## src/rtl/comp_seq_32_pkg.sv

```systemverilog
// rtl/comp_seq_32_pkg.sv - shared FSM encoding and slice constants for comp_seq_32
//
// Purpose: state encoding, slice geometry and a slice-select helper used by
//          the sequential 32-bit comparator.
// Contents:
//   state_e     - IDLE / RUN / DONE controller states
//   NUM_SLICES  - number of 8-bit slices in a 32-bit operand (4)
//   SLICE_W     - slice width in bits (8)
//   CNT_W       - width of the slice counter
//   LAST_SLICE  - counter value of the most significant slice
//   slice_of()  - returns one byte of a 32-bit word by slice index
package comp_seq_32_pkg;

  typedef enum logic [1:0] {
    ST_IDLE = 2'd0,
    ST_RUN  = 2'd1,
    ST_DONE = 2'd2
  } state_e;

  localparam int unsigned NUM_SLICES = 4;
  localparam int unsigned SLICE_W    = 8;
  localparam int unsigned CNT_W      = 2;

  localparam logic [CNT_W-1:0] LAST_SLICE = CNT_W'(NUM_SLICES - 1);

  function automatic logic [SLICE_W-1:0] slice_of(input logic [31:0]      word,
                                                  input logic [CNT_W-1:0] idx);
    logic [SLICE_W-1:0] res;
    case (idx)
      2'd0:    res = word[7:0];
      2'd1:    res = word[15:8];
      2'd2:    res = word[23:16];
      default: res = word[31:24];
    endcase
    return res;
  endfunction

endpackage

```

## src/rtl/comp_seq_32_byte_cmp.sv

```systemverilog
// rtl/comp_seq_32_byte_cmp.sv - combinational unsigned 8-bit slice comparator
//
// Purpose: compares one byte pair; shared across all slices by the top level.
// Ports:
//   a, b - 8-bit slice operands (unsigned)
//   eq   - a == b
//   gt   - a >  b
module byte_cmp
  import comp_seq_32_pkg::*;
(
  input  logic [SLICE_W-1:0] a,
  input  logic [SLICE_W-1:0] b,
  output logic               eq,
  output logic               gt
);

  assign eq = (a == b);
  assign gt = (a > b);

endmodule

```

## src/rtl/comp_seq_32.sv

```systemverilog
// rtl/comp_seq_32.sv - sequential 32-bit signed/unsigned comparator, one byte per cycle
//
// Purpose: captures A, B and is_signed on an accepted start, walks the four
//          byte slices LSB-first through a single byte_cmp, then presents
//          EQ/GT/LT with a one-cycle done pulse.
// Ports:
//   clock      - rising-edge clock
//   reset      - asynchronous active-high reset
//   start      - request, sampled only while idle
//   A, B       - 32-bit operands, captured on the accepted start edge
//   is_signed  - 1 = two's-complement compare, captured with the operands
//   busy       - high in RUN and DONE
//   done       - one-cycle pulse while in DONE
//   EQ, GT, LT - comparison result, held until the next DONE entry
module comp_seq_32
  import comp_seq_32_pkg::*;
(
  input  logic        clock,
  input  logic        reset,
  input  logic        start,
  input  logic [31:0] A,
  input  logic [31:0] B,
  input  logic        is_signed,
  output logic        busy,
  output logic        done,
  output logic        EQ,
  output logic        GT,
  output logic        LT
);

  state_e             state_q,  state_d;
  logic [CNT_W-1:0]   cnt_q,    cnt_d;
  logic [31:0]        a_q,      a_d;
  logic [31:0]        b_q,      b_d;
  logic               sgn_q,    sgn_d;
  logic               eq_acc_q, eq_acc_d;
  logic               gt_acc_q, gt_acc_d;
  logic               busy_q,   busy_d;
  logic               done_q,   done_d;
  logic               eq_q,     eq_d;
  logic               gt_q,     gt_d;
  logic               lt_q,     lt_d;

  logic [SLICE_W-1:0] a_byte;
  logic [SLICE_W-1:0] b_byte;
  logic               byte_eq;
  logic               byte_gt;

  // Flipping the sign bit of the top byte maps two's complement onto
  // offset-binary, so the unsigned byte compare orders signed values correctly.
  always_comb begin
    a_byte = slice_of(a_q, cnt_q);
    b_byte = slice_of(b_q, cnt_q);
    if (sgn_q && (cnt_q == LAST_SLICE)) begin
      a_byte[SLICE_W-1] = ~a_byte[SLICE_W-1];
      b_byte[SLICE_W-1] = ~b_byte[SLICE_W-1];
    end
  end

  byte_cmp u_byte_cmp (
    .a  (a_byte),
    .b  (b_byte),
    .eq (byte_eq),
    .gt (byte_gt)
  );

  always_comb begin
    state_d  = state_q;
    cnt_d    = cnt_q;
    a_d      = a_q;
    b_d      = b_q;
    sgn_d    = sgn_q;
    eq_acc_d = eq_acc_q;
    gt_acc_d = gt_acc_q;
    busy_d   = busy_q;
    done_d   = 1'b0;
    eq_d     = eq_q;
    gt_d     = gt_q;
    lt_d     = lt_q;

    case (state_q)
      ST_IDLE: begin
        busy_d = 1'b0;
        if (start) begin
          a_d      = A;
          b_d      = B;
          sgn_d    = is_signed;
          cnt_d    = '0;
          eq_acc_d = 1'b1;
          gt_acc_d = 1'b0;
          busy_d   = 1'b1;
          state_d  = ST_RUN;
        end
      end

      ST_RUN: begin
        // A later (more significant) differing byte overrides any earlier verdict.
        eq_acc_d = eq_acc_q & byte_eq;
        gt_acc_d = byte_eq ? gt_acc_q : byte_gt;
        if (cnt_q == LAST_SLICE) begin
          state_d = ST_DONE;
          done_d  = 1'b1;
          eq_d    = eq_acc_d;
          gt_d    = gt_acc_d & ~eq_acc_d;
          lt_d    = ~eq_acc_d & ~gt_acc_d;
        end else begin
          cnt_d = cnt_q + 1'b1;
        end
      end

      ST_DONE: begin
        busy_d  = 1'b0;
        state_d = ST_IDLE;
      end

      default: begin
        busy_d  = 1'b0;
        state_d = ST_IDLE;
      end
    endcase
  end

  always_ff @(posedge clock or posedge reset) begin
    if (reset) begin
      state_q  <= ST_IDLE;
      cnt_q    <= '0;
      a_q      <= '0;
      b_q      <= '0;
      sgn_q    <= 1'b0;
      eq_acc_q <= 1'b0;
      gt_acc_q <= 1'b0;
      busy_q   <= 1'b0;
      done_q   <= 1'b0;
      eq_q     <= 1'b0;
      gt_q     <= 1'b0;
      lt_q     <= 1'b0;
    end else begin
      state_q  <= state_d;
      cnt_q    <= cnt_d;
      a_q      <= a_d;
      b_q      <= b_d;
      sgn_q    <= sgn_d;
      eq_acc_q <= eq_acc_d;
      gt_acc_q <= gt_acc_d;
      busy_q   <= busy_d;
      done_q   <= done_d;
      eq_q     <= eq_d;
      gt_q     <= gt_d;
      lt_q     <= lt_d;
    end
  end

  assign busy = busy_q;
  assign done = done_q;
  assign EQ   = eq_q;
  assign GT   = gt_q;
  assign LT   = lt_q;

endmodule

```

## config.mk

```make
export PLATFORM = sky130hd
export DESIGN_NAME = comp_seq_32
export DESIGN_NICKNAME = d
export VERILOG_FILES = /design/src/rtl/comp_seq_32_pkg.sv /design/src/rtl/comp_seq_32_byte_cmp.sv /design/src/rtl/comp_seq_32.sv
export SDC_FILE = /design/constraint.sdc
export NUM_CORES = 1
export LEC_CHECK = 0
export BUFFER_PORTS_ARGS = -buffer_cell sky130_fd_sc_hd__buf_4
export CORE_MARGIN = 1.5
export CORE_UTILIZATION = 59
export DETAILED_ROUTE_END_ITERATION = 6
export PLACE_DENSITY = 0.92
export SLEW_MARGIN = 20
export SYNTH_ARGS = -nofsm -noshare
export SYNTH_HDL_FRONTEND = slang
export SYNTH_SLANG_ARGS = --single-unit
```

## constraint.sdc

```tcl
create_clock -name clock -period 4.7 [get_ports clock]
set_clock_uncertainty 0.05 [all_clocks]
set_input_delay 0.235 -clock clock [delete_from_list [all_inputs] [get_ports clock]]
set_output_delay 0.235 -clock clock [all_outputs]
set_load 0.02 [all_outputs]
```

==> key figures, run 1 <==
Finish
  – Final standard cell count with taps included and fillers excluded: 416
  – Non-Filler Cell Area, Final: 4340 sq um
  – Area growth from synthesis to layout: 22.8%
  – Share of cells above drive strength 1: 0.462
  – ANT cells: 0
  – Count of nets after finishing: 420

STA
  – Tightest hold margin: -9.92 ps
  – Relative slew slack: 0.407
  – Final TNS setup: 0 ps
  – Final critical delay including setup and external delays: 3170 ps
  – RSZ-0062 raised after global routing: no
  – Final count of pins violating max slew: 0
  – Actual slew at the worst max-slew pin: 888 ps
  – Hold violation count in the final report: 22
  – Setup violations, final: 0
  – Highest clock frequency the design can meet: 315 MHz
  – Post-route clock period utilization: 0.675

Power and ir drop
  – VDD IR max: 0.537 mV
  – Power density relative to cell area: 765 nW/um^2
  – Static leakage power: 2.04 nW
  – Power after layout: 0.00332 W

Placed design
  – Input/output buffers: 72
  – Placed cell areas: 4100 sq um
  – Final Wtd Congestion: 0.845
  – Estimated wirelength of the detail-placed design: 5410 um
  – Placed Instances: 400

Floorplanning
  – Die H: 80.4 um
  – Floorplan Core Area: 5640 sq um
  – Number of placed I/O pins: 73
  – Floorplan die area: 6460 sq um
  – Die outline width: 80.4 um
  – Floorplan row count: 27
  – Initial standard-cell utilization of the core: 0.626

Run
  – # Max-Cap Violations: 0

Setup path
  – Startpoint of the most critical setup path: cnt_q[1]$_DFFE_PP0P_
  – Worst EP required: 4900 ps
  – Data arrival at the endpoint of the critical path: 3370 ps
  – Worst Reg-to-Reg Cells: 11
  – Worst r2r src: cnt_q[1]$_DFFE_PP0P_
  – Critical register-to-register path endpoint: GT$_DFFE_PP0P_
  – Slack of the worst reg-to-reg path: 1530 ps
  – End point of the critical path: GT$_DFFE_PP0P_
  – Crit path launch type: flip-flop
  – Slowest cell delay on critical path: 590 ps
  – Kind of capture point of the worst setup path: flip-flop
  – Largest fanout of any net on the critical path: 16
  – Highest-delay cell along the critical path: sky130_fd_sc_hd__ha_1
  – Type of the worst setup path: flip-flop to flip-flop
  – Critical Path, Cell by Cell: inv_1 -> ha_1 -> a222oi_1 -> a21oi_1 -> xor2_1 -> ha_1 -> a21oi_1 -> o21a_1 -> inv_1 -> o221a_2 -> a22o_1

Global route
  – Number of antenna violations at the first check in global routing: 0
  – Tot GR Track Use: 0.272
  – Maximum number of pins on one net before global-route repair: 55
  – Total overflow reported by the global router: 0
  – Via count of the first global-routing pass: 2,648
  – Global-route wire length before repair: 12,900 um

Synth
  – Cell types with the largest area share after synthesis: sky130_fd_sc_hd__dfrtp_1 54%, sky130_fd_sc_hd__mux2_2 16%, sky130_fd_sc_hd__mux2_4 6.8%, sky130_fd_sc_hd__ha_1 4.6%, sky130_fd_sc_hd__a222oi_1 4.5%
  – Number of distinct library cells after synthesis: 29
  – Number of warning messages in the yosys log: 0
  – EDFF count, synth: 0
  – Netlist area before placement: 3530 sq um
  – FFs w/ async S/R, synth: 1.00
  – Area share of the leading cell type in the synthesized netlist: 0.538
  – Ranking of synthesized cells by instance count: 76 x sky130_fd_sc_hd__dfrtp_1, 49 x sky130_fd_sc_hd__mux2_2, 16 x sky130_fd_sc_hd__a222oi_1, 16 x sky130_fd_sc_hd__mux2_4, 15 x sky130_fd_sc_hd__nor2_1
  – Yosys reg bits: 76
  – Proportion of synthesized chip area in sequential cells: 0.538
  – Number of nets produced by synthesis: 348
  – Dominant cell by count in the synthesized netlist: sky130_fd_sc_hd__dfrtp_1
  – Mean instance size in the synthesized netlist: 13.2 sq um
  – Post-synthesis cell count: 267
  – Top cell type by total area after synthesis: sky130_fd_sc_hd__dfrtp_1
  – Most used DFF post-synth: sky130_fd_sc_hd__dfrtp_1

Clock tree
  – Clock transition at the registers of the reported paths: 80 ps
  – Clock sink total: 76
  – Number of buffers added to fix hold violations after cts: 0
  – CTS H-Tree Depth: 3
  – Buffer levels on the longest clock path: 2
  – Clk Latency, worst-skew pair: 360 ps
  – CTS tree: done
  – Post-cts resize count: 0
  – Setup repair bufs after CTS: 0
  – TritonCTS Buffers: 9
  – Root buf cell: sky130_fd_sc_hd__clkbuf_8

Worst hold path
  – Kind of path behind the tightest hold check: primary input to asynchronous set/reset pin

Detailed routing
  – Number of vias after detailed routing: 2,540
  – Drt first pass iters: 5
  – Remaining design rule violation count: 0
  – Wire length after detailed routing: 7870 um
  – Iteration-0 DRC Markers: 216
  – Average routed wire per standard cell: 18.9 um
  – Post-detailed-route count of antenna-violating nets: 0
  – Drt via density: 6.11

Run status
  – Violated checks: hold timing
  – Status: complete, but fails checks
## cell families after synthesis
| logic type | Yosys count | share of synthesized area |
|---|---|---|
| AND/OR/NAND/NOR | 38 | 0.0503 |
| XOR/XNOR | 2 | 0.00496 |
| buffers and inverters | 24 | 0.0333 |
| multiplexers | 66 | 0.227 |
| flip-flops | 76 | 0.538 |
| AO/OA/AOI/OAI | 48 | 0.0999 |
| adder cells (fa/ha/maj) | 13 | 0.0461 |
## sequential cells by signal (all words and copies together) (netlist names)
signal / count
gt_acc_q: 1
done: 1
LT: 1
EQ: 1
cnt_q: 2
state_q: 2
sgn_q: 1
busy: 1
eq_acc_q: 1
GT: 1
a_q: 32
b_q: 32
## worst max-delay path: cells and delay by family, from the launching register on
family / cells / cell delay [ps]
xor gates and xnor gates: 1 / 170
AOI/OAI and AO/OA: 6 / 1340
buffers and inverters: 2 / 170
adders and majority gates: 2 / 870
DFF: 1 / 440
## report_power, final
part	leakage (nW)	internal [W]	switching (W)	total [W]
clock network	0.120	0.000330	0.000247	0.000577
registers	0.906	0.000987	0.000223	0.00121
logic	1.01	0.000790	0.000739	0.00153
total	2.04	0.00211	0.00121	0.00332
## layout make-up
type	instances	area (sq um)
clock buffers	11	151
clock inverters	5	82.6
fillers	373	1310
inverters	11	42.5
multi-input cells	167	1510
flip-flops and latches	76	1900
well taps	72	90.1
repair buffers	74	556
## per-layer routing
metal / global-route usage / wire, um / vias to the layer above
met4: 0.116 / 206 / 0
met2: 0.461 / 4250 / 133
met3: 0.0795 / 532 / 21
met1: 0.320 / 2880 / 1259
met5: 0 / 0 / -
li1: - / - / 1127
## cells in the final DEF, fill, tap and decap left out, types with 2 or more instances in the layout
master and count:
sky130_fd_sc_hd__a21oi_1 13, sky130_fd_sc_hd__a222oi_1 16, sky130_fd_sc_hd__a22o_1 4, sky130_fd_sc_hd__buf_4 74, sky130_fd_sc_hd__bufinv_16 2, sky130_fd_sc_hd__clkbuf_8 11
sky130_fd_sc_hd__clkinv_2 2, sky130_fd_sc_hd__dfrtp_1 76, sky130_fd_sc_hd__ha_1 13, sky130_fd_sc_hd__inv_1 10, sky130_fd_sc_hd__mux2_2 49, sky130_fd_sc_hd__mux2_4 16
sky130_fd_sc_hd__nand2_1 14, sky130_fd_sc_hd__nand4_1 2, sky130_fd_sc_hd__nor2_1 15, sky130_fd_sc_hd__nor2b_1 2, sky130_fd_sc_hd__o21ai_0 10
## per-stage QoR
step	setup WS, ps	utilization	hold slack (ps)
floorplan	2090	-	302
global placement	1870	0.727	399
detailed placement	1650	0.727	407
CTS	1590	0.768	36.1
global route	1290	0.769	42.7
finish	1530	0.769	-9.92
## worst min path at each step
| stage | start | slack, ps | end |
|---|---|---|---|
| 2_1_floorplan | A[29] | 300 | a_q[29]$_DFFE_PP0P_ |
| 3_3_place_gp | A[29] | 400 | a_q[29]$_DFFE_PP0P_ |
| 3_5_place_dp | A[29] | 410 | a_q[29]$_DFFE_PP0P_ |
| 4_1_cts | A[29] | 40 | a_q[29]$_DFFE_PP0P_ |
| 5_1_grt | B[24] | 40 | b_q[24]$_DFFE_PP0P_ |
| 6_report | reset | -10 | state_q[0]$_DFFE_PP0P_ |
No activity file was read; power rests on OpenSTA's default activity.
==> run 2: changes to the inputs <==
- ABC_AREA: default -> 1
- CORE_UTILIZATION: 59 -> 55
- PLACE_DENSITY: 0.92 -> 0.87
- clock period: 4.7 -> 3.2 ns (I/O delays scaled with it)
==> key figures, run 2 <==
Power and ir drop
  – Fraction of power consumed by the clock network: 0.178 (+0.004)
  – Power share of the combinational group: 0.478 (+0.017)
  – VDD IR max: 0.442 mV (-18%)
  – Sequential group share of total power: 0.344 (-0.021)
  – Power after layout: 0.00510 W (+54%)
  – Int Power: 0.00310 W (+47%)
  – Switching power summed over all nets: 0.00199 W (+65%)
  – Switching Fraction: 0.391 (+0.0265)
  – Static leakage power: 2.57 nW (+26%)
  – Power density relative to cell area: 1010 nW/um^2 (+31%)

Synth
  – Share of the synthesized area in compound gates (AO/OA/AOI/OAI): 0.0836 (-0.0163)
  – Post-synthesis cell count: 347 (+30%)
  – Number of nets produced by synthesis: 428 (+23%)
  – Top cell type by total area after synthesis: sky130_fd_sc_hd__dfrtp_1
  – Yosys reg bits: 76 (unchanged)
  – Basic-gate share of the synthesized area counting and, or, nand and nor cells: 0.111 (+0.0606)
  – Post-synthesis xor/xnor area fraction: 0 (-0.00496)
  – Multiplexer area fraction after synthesis: 0.188 (-0.0390)
  – Number of distinct library cells after synthesis: 21 (-28%)
  – Combinational family with the most area after synthesis: multiplexers
  – Netlist area before placement: 3710 sq um (+5.1%)
  – Cell types with the largest area share after synthesis: sky130_fd_sc_hd__dfrtp_1 51%, sky130_fd_sc_hd__mux2_4 15%, sky130_fd_sc_hd__nand2_1 7.0%, sky130_fd_sc_hd__ha_1 4.4%, sky130_fd_sc_hd__mux2_2 4.2%
  – Number of warning messages in the yosys log: 0 (unchanged)
  – Proportion of synthesized chip area in sequential cells: 0.512 (-0.0261)
  – EDFF count, synth: 0 (unchanged)
  – Dominant cell by count in the synthesized netlist: sky130_fd_sc_hd__dfrtp_1
  – FFs w/ async S/R, synth: 1.00 (unchanged)
  – Area share of the leading cell type in the synthesized netlist: 0.512 (-0.0261)
  – Mean instance size in the synthesized netlist: 10.7 sq um (-19%)
  – Most used DFF post-synth: sky130_fd_sc_hd__dfrtp_1
  – Synthesized-area fraction occupied by adder cells: 0.0438 (-0.00223)
  – Ranking of synthesized cells by instance count: 76 x sky130_fd_sc_hd__dfrtp_1, 69 x sky130_fd_sc_hd__nand2_1, 36 x sky130_fd_sc_hd__mux2_4, 31 x sky130_fd_sc_hd__inv_1, 29 x sky130_fd_sc_hd__a21oi_1

Setup path
  – Worst EP required: 3390 ps (-1510 ps)
  – Data arrival at the endpoint of the critical path: 3130 ps (-240 ps)
  – Largest fanout of any net on the critical path: 9 (-7)
  – Slowest cell delay on critical path: 430 ps (-160 ps)
  – Kind of capture point of the worst setup path: flip-flop
  – Critical Path, Cell by Cell: inv_1 -> ha_2 -> inv_1 -> o221ai_1 -> nand2_1 -> nand2_1 -> nand2_1 -> ha_1 -> nand2_1 -> nor2_1 -> nand2_1 -> or2_2 -> nand3_1 -> nand2_1
  – Levels on crit path: 14 (+3)
  – Top Family by Delay on Critical Path: simple AND/OR/NAND/NOR gates
  – Highest-delay cell along the critical path: sky130_fd_sc_hd__dfrtp_1
  – Library cell appearing most often on the critical path: sky130_fd_sc_hd__nand2_1
  – Type of the worst setup path: flip-flop to flip-flop
  – Crit path launch type: flip-flop
  – Buffers & Inverters on Critical Path: 2 (unchanged)
  – Worst Reg-to-Reg Cells: 14 (+3)

Floorplanning
  – Die outline width: 85.2 um (+5.9%)
  – Initial standard-cell utilization of the core: 0.578 (-0.0481)
  – Floorplan row count: 29 (+7.4%)
  – Floorplan die area: 7250 sq um (+12%)
  – Die H: 85.2 um (+5.9%)
  – Number of placed I/O pins: 73 (unchanged)
  – Floorplan Core Area: 6420 sq um (+14%)

Detailed routing
  – Iteration-0 DRC Markers: 202 (-6.5%)
  – Average routed wire per standard cell: 17.5 um (-7.4%)
  – Post-detailed-route count of antenna-violating nets: 0 (unchanged)
  – Remaining design rule violation count: 3 (+3)
  – Wire length after detailed routing: 9690 um (+23%)
  – Number of vias after detailed routing: 3,047 (+20%)
  – Drt via density: 5.51 (-9.8%)
  – Drt first pass iters: 6 (+1)

Finish
  – Count of nets after finishing: 552 (+31%)
  – Share of cells above drive strength 1: 0.313 (-0.149)
  – Most frequent cells in the layout: 76 x sky130_fd_sc_hd__dfrtp_1, 75 x sky130_fd_sc_hd__buf_4, 68 x sky130_fd_sc_hd__nand2_1, 53 x sky130_fd_sc_hd__dlygate4sd3_1, 36 x sky130_fd_sc_hd__mux2_4
  – Area growth from synthesis to layout: 36.5%
  – ANT cells: 0 (unchanged)
  – Non-Filler Cell Area, Final: 5070 sq um (+17%)
  – Most common cell after layout, fill and taps aside: sky130_fd_sc_hd__dfrtp_1
  – Largest registers ranked by flip-flop count: a_q x32, b_q x32
  – Final standard cell count with taps included and fillers excluded: 553 (+33%)

STA
  – Final count of pins violating max slew: 0 (unchanged)
  – Final TNS setup: 0 ps (unchanged)
  – Relative slew slack: 0.421 (+0.0131)
  – Final critical delay including setup and external delays: 2940 ps (-230 ps)
  – RSZ-0062 raised after global routing: no
  – Highest clock frequency the design can meet: 340 MHz (+7.8%)
  – Hold violation count in the final report: 0 (-100%)
  – Post-route clock period utilization: 0.919 (+0.244)
  – Actual slew at the worst max-slew pin: 868 ps (-19.6 ps)
  – Setup violations, final: 0 (unchanged)

Clock tree
  – CTS tree: done
  – TritonCTS Buffers: 9 (unchanged)
  – Buffer levels on the longest clock path: 2 (unchanged)
  – CTS H-Tree Depth: 3 (unchanged)
  – Clock transition at the registers of the reported paths: 90 ps (about the same)
  – Clock sink total: 76 (unchanged)
  – Root buf cell: sky130_fd_sc_hd__clkbuf_8
  – Clk Latency, worst-skew pair: 360 ps (about the same)

Placed design
  – Estimated wirelength of the detail-placed design: 5610 um (+3.7%)
  – Final Wtd Congestion: 0.896 (+6.0%)
  – Placed cell areas: 4270 sq um (+4.1%)
  – Input/output buffers: 72 (unchanged)
  – Placed Instances: 483 (+21%)

Run status
  – Status: complete, but fails checks
  – Violated checks: DRC

Global route
  – Tot GR Track Use: 0.282 (+0.0100)
  – Global-route wire length before repair: 15,500 um (+20%)
  – Met2 routing resource usage after global routing: 0.455 (-0.00608)
  – Number of antenna violations at the first check in global routing: 0 (unchanged)
  – Via count of the first global-routing pass: 3,229 (+22%)
  – Layer carrying the most global-route usage: met2
  – Maximum number of pins on one net before global-route repair: 84 (+53%)
  – Global routing met3 resource utilization: 0.0564 (-0.0231)
  – Total overflow reported by the global router: 0 (unchanged)
  – Fraction of met1 tracks used by global routing: 0.350 (+0.0302)

Run
  – # Max-Cap Violations: 0 (unchanged)

Worst hold path
  – Kind of path behind the tightest hold check: primary input to flip-flop
  – Worst hold path stage count: 3
-- run 2: tightest hold or removal path: cells and delay by family --
| family | cells | cell delay [ps] |
|---|---|---|
| AO/OA/AOI/OAI | 1 | 100 |
| buffers and inverters | 1 | 80 |
| AND/OR/NAND/NOR | 1 | 40 |
-- run 2: metal layers --
metal | wire length [um] | vias up
met5 | 0 | -
met4 | 448 | 0
met3 | 494 | 37
met2 | 4760 | 131
met1 | 3980 | 1483
li1 | - | 1396
-- run 2: cell type report --
cell class                      instances  area (sq um)
Fill cell                             372          1360
Inverter                               31           121
Multi-Input combinational cell        224          1610
Clock inverter                          6           113
Timing Repair inverter                  1          7.51
Timing Repair Buffer                  128          1090
Clock buffer                           10           128
Tap cell                               77          96.3
Sequential cell                        76          1900
-- run 2: power groups by stage --
stage,clock (W),combinational (W),sequential (W)
floorplan,0,0.00177,0.00166
global placement,0,0.00215,0.00171
detailed placement,0,0.00225,0.00173
CTS,0.000886,0.00232,0.00173
global route,0.000953,0.00269,0.00179
finish,0.000906,0.00244,0.00175
-- run 2: logic make-up (layout without fill, tap and decap cells) --
| group | Yosys count | count (layout) |
|---|---|---|
| flops | 76 | 76 |
| simple gates | 105 | 105 |
| mux | 50 | 50 |
| fa+ha+maj | 13 | 13 |
| buf+inv | 47 | 176 |
| compound gates | 56 | 56 |
-- run 2: repair_timing --
| item | 4_1_cts | 5_1_grt |
|---|---|---|
| hold buffers | 48 | 5 |
| gates resized for setup | 0 | 5 |
| hold endpoints to repair | 48 | 26 |
| setup endpoints to repair | 0 | 3 |
| buffers inserted | 0 | 0 |
-- run 2: worst paths after layout --
| path | from | to | slack, ps |
|---|---|---|---|
| setup / recovery | cnt_q[0]$_DFFE_PP0P_ | GT$_DFFE_PP0P_ | 260 |
| hold / removal | B[23] | b_q[23]$_DFFE_PP0P_ | 2 |
| setup reg to reg | cnt_q[0]$_DFFE_PP0P_ | GT$_DFFE_PP0P_ | 260 |
| hold reg to reg | busy$_DFFE_PP0N_ | busy$_DFFE_PP0N_ | 440 |
| max in group asynchronous | reset | b_q[18]$_DFFE_PP0P_ | 1900 |
| min in group asynchronous | reset | a_q[10]$_DFFE_PP0P_ | 460 |
-- run 2: per-stage QoR --
stage | util | hold WS (ps) | setup WS (ps)
floorplan | - | 259 | 791
global placement | 0.665 | 342 | 443
detailed placement | 0.665 | 345 | 341
CTS | 0.777 | 0.00178 | 279
global route | 0.789 | 0.487 | 97.6
finish | 0.789 | 1.97 | 258
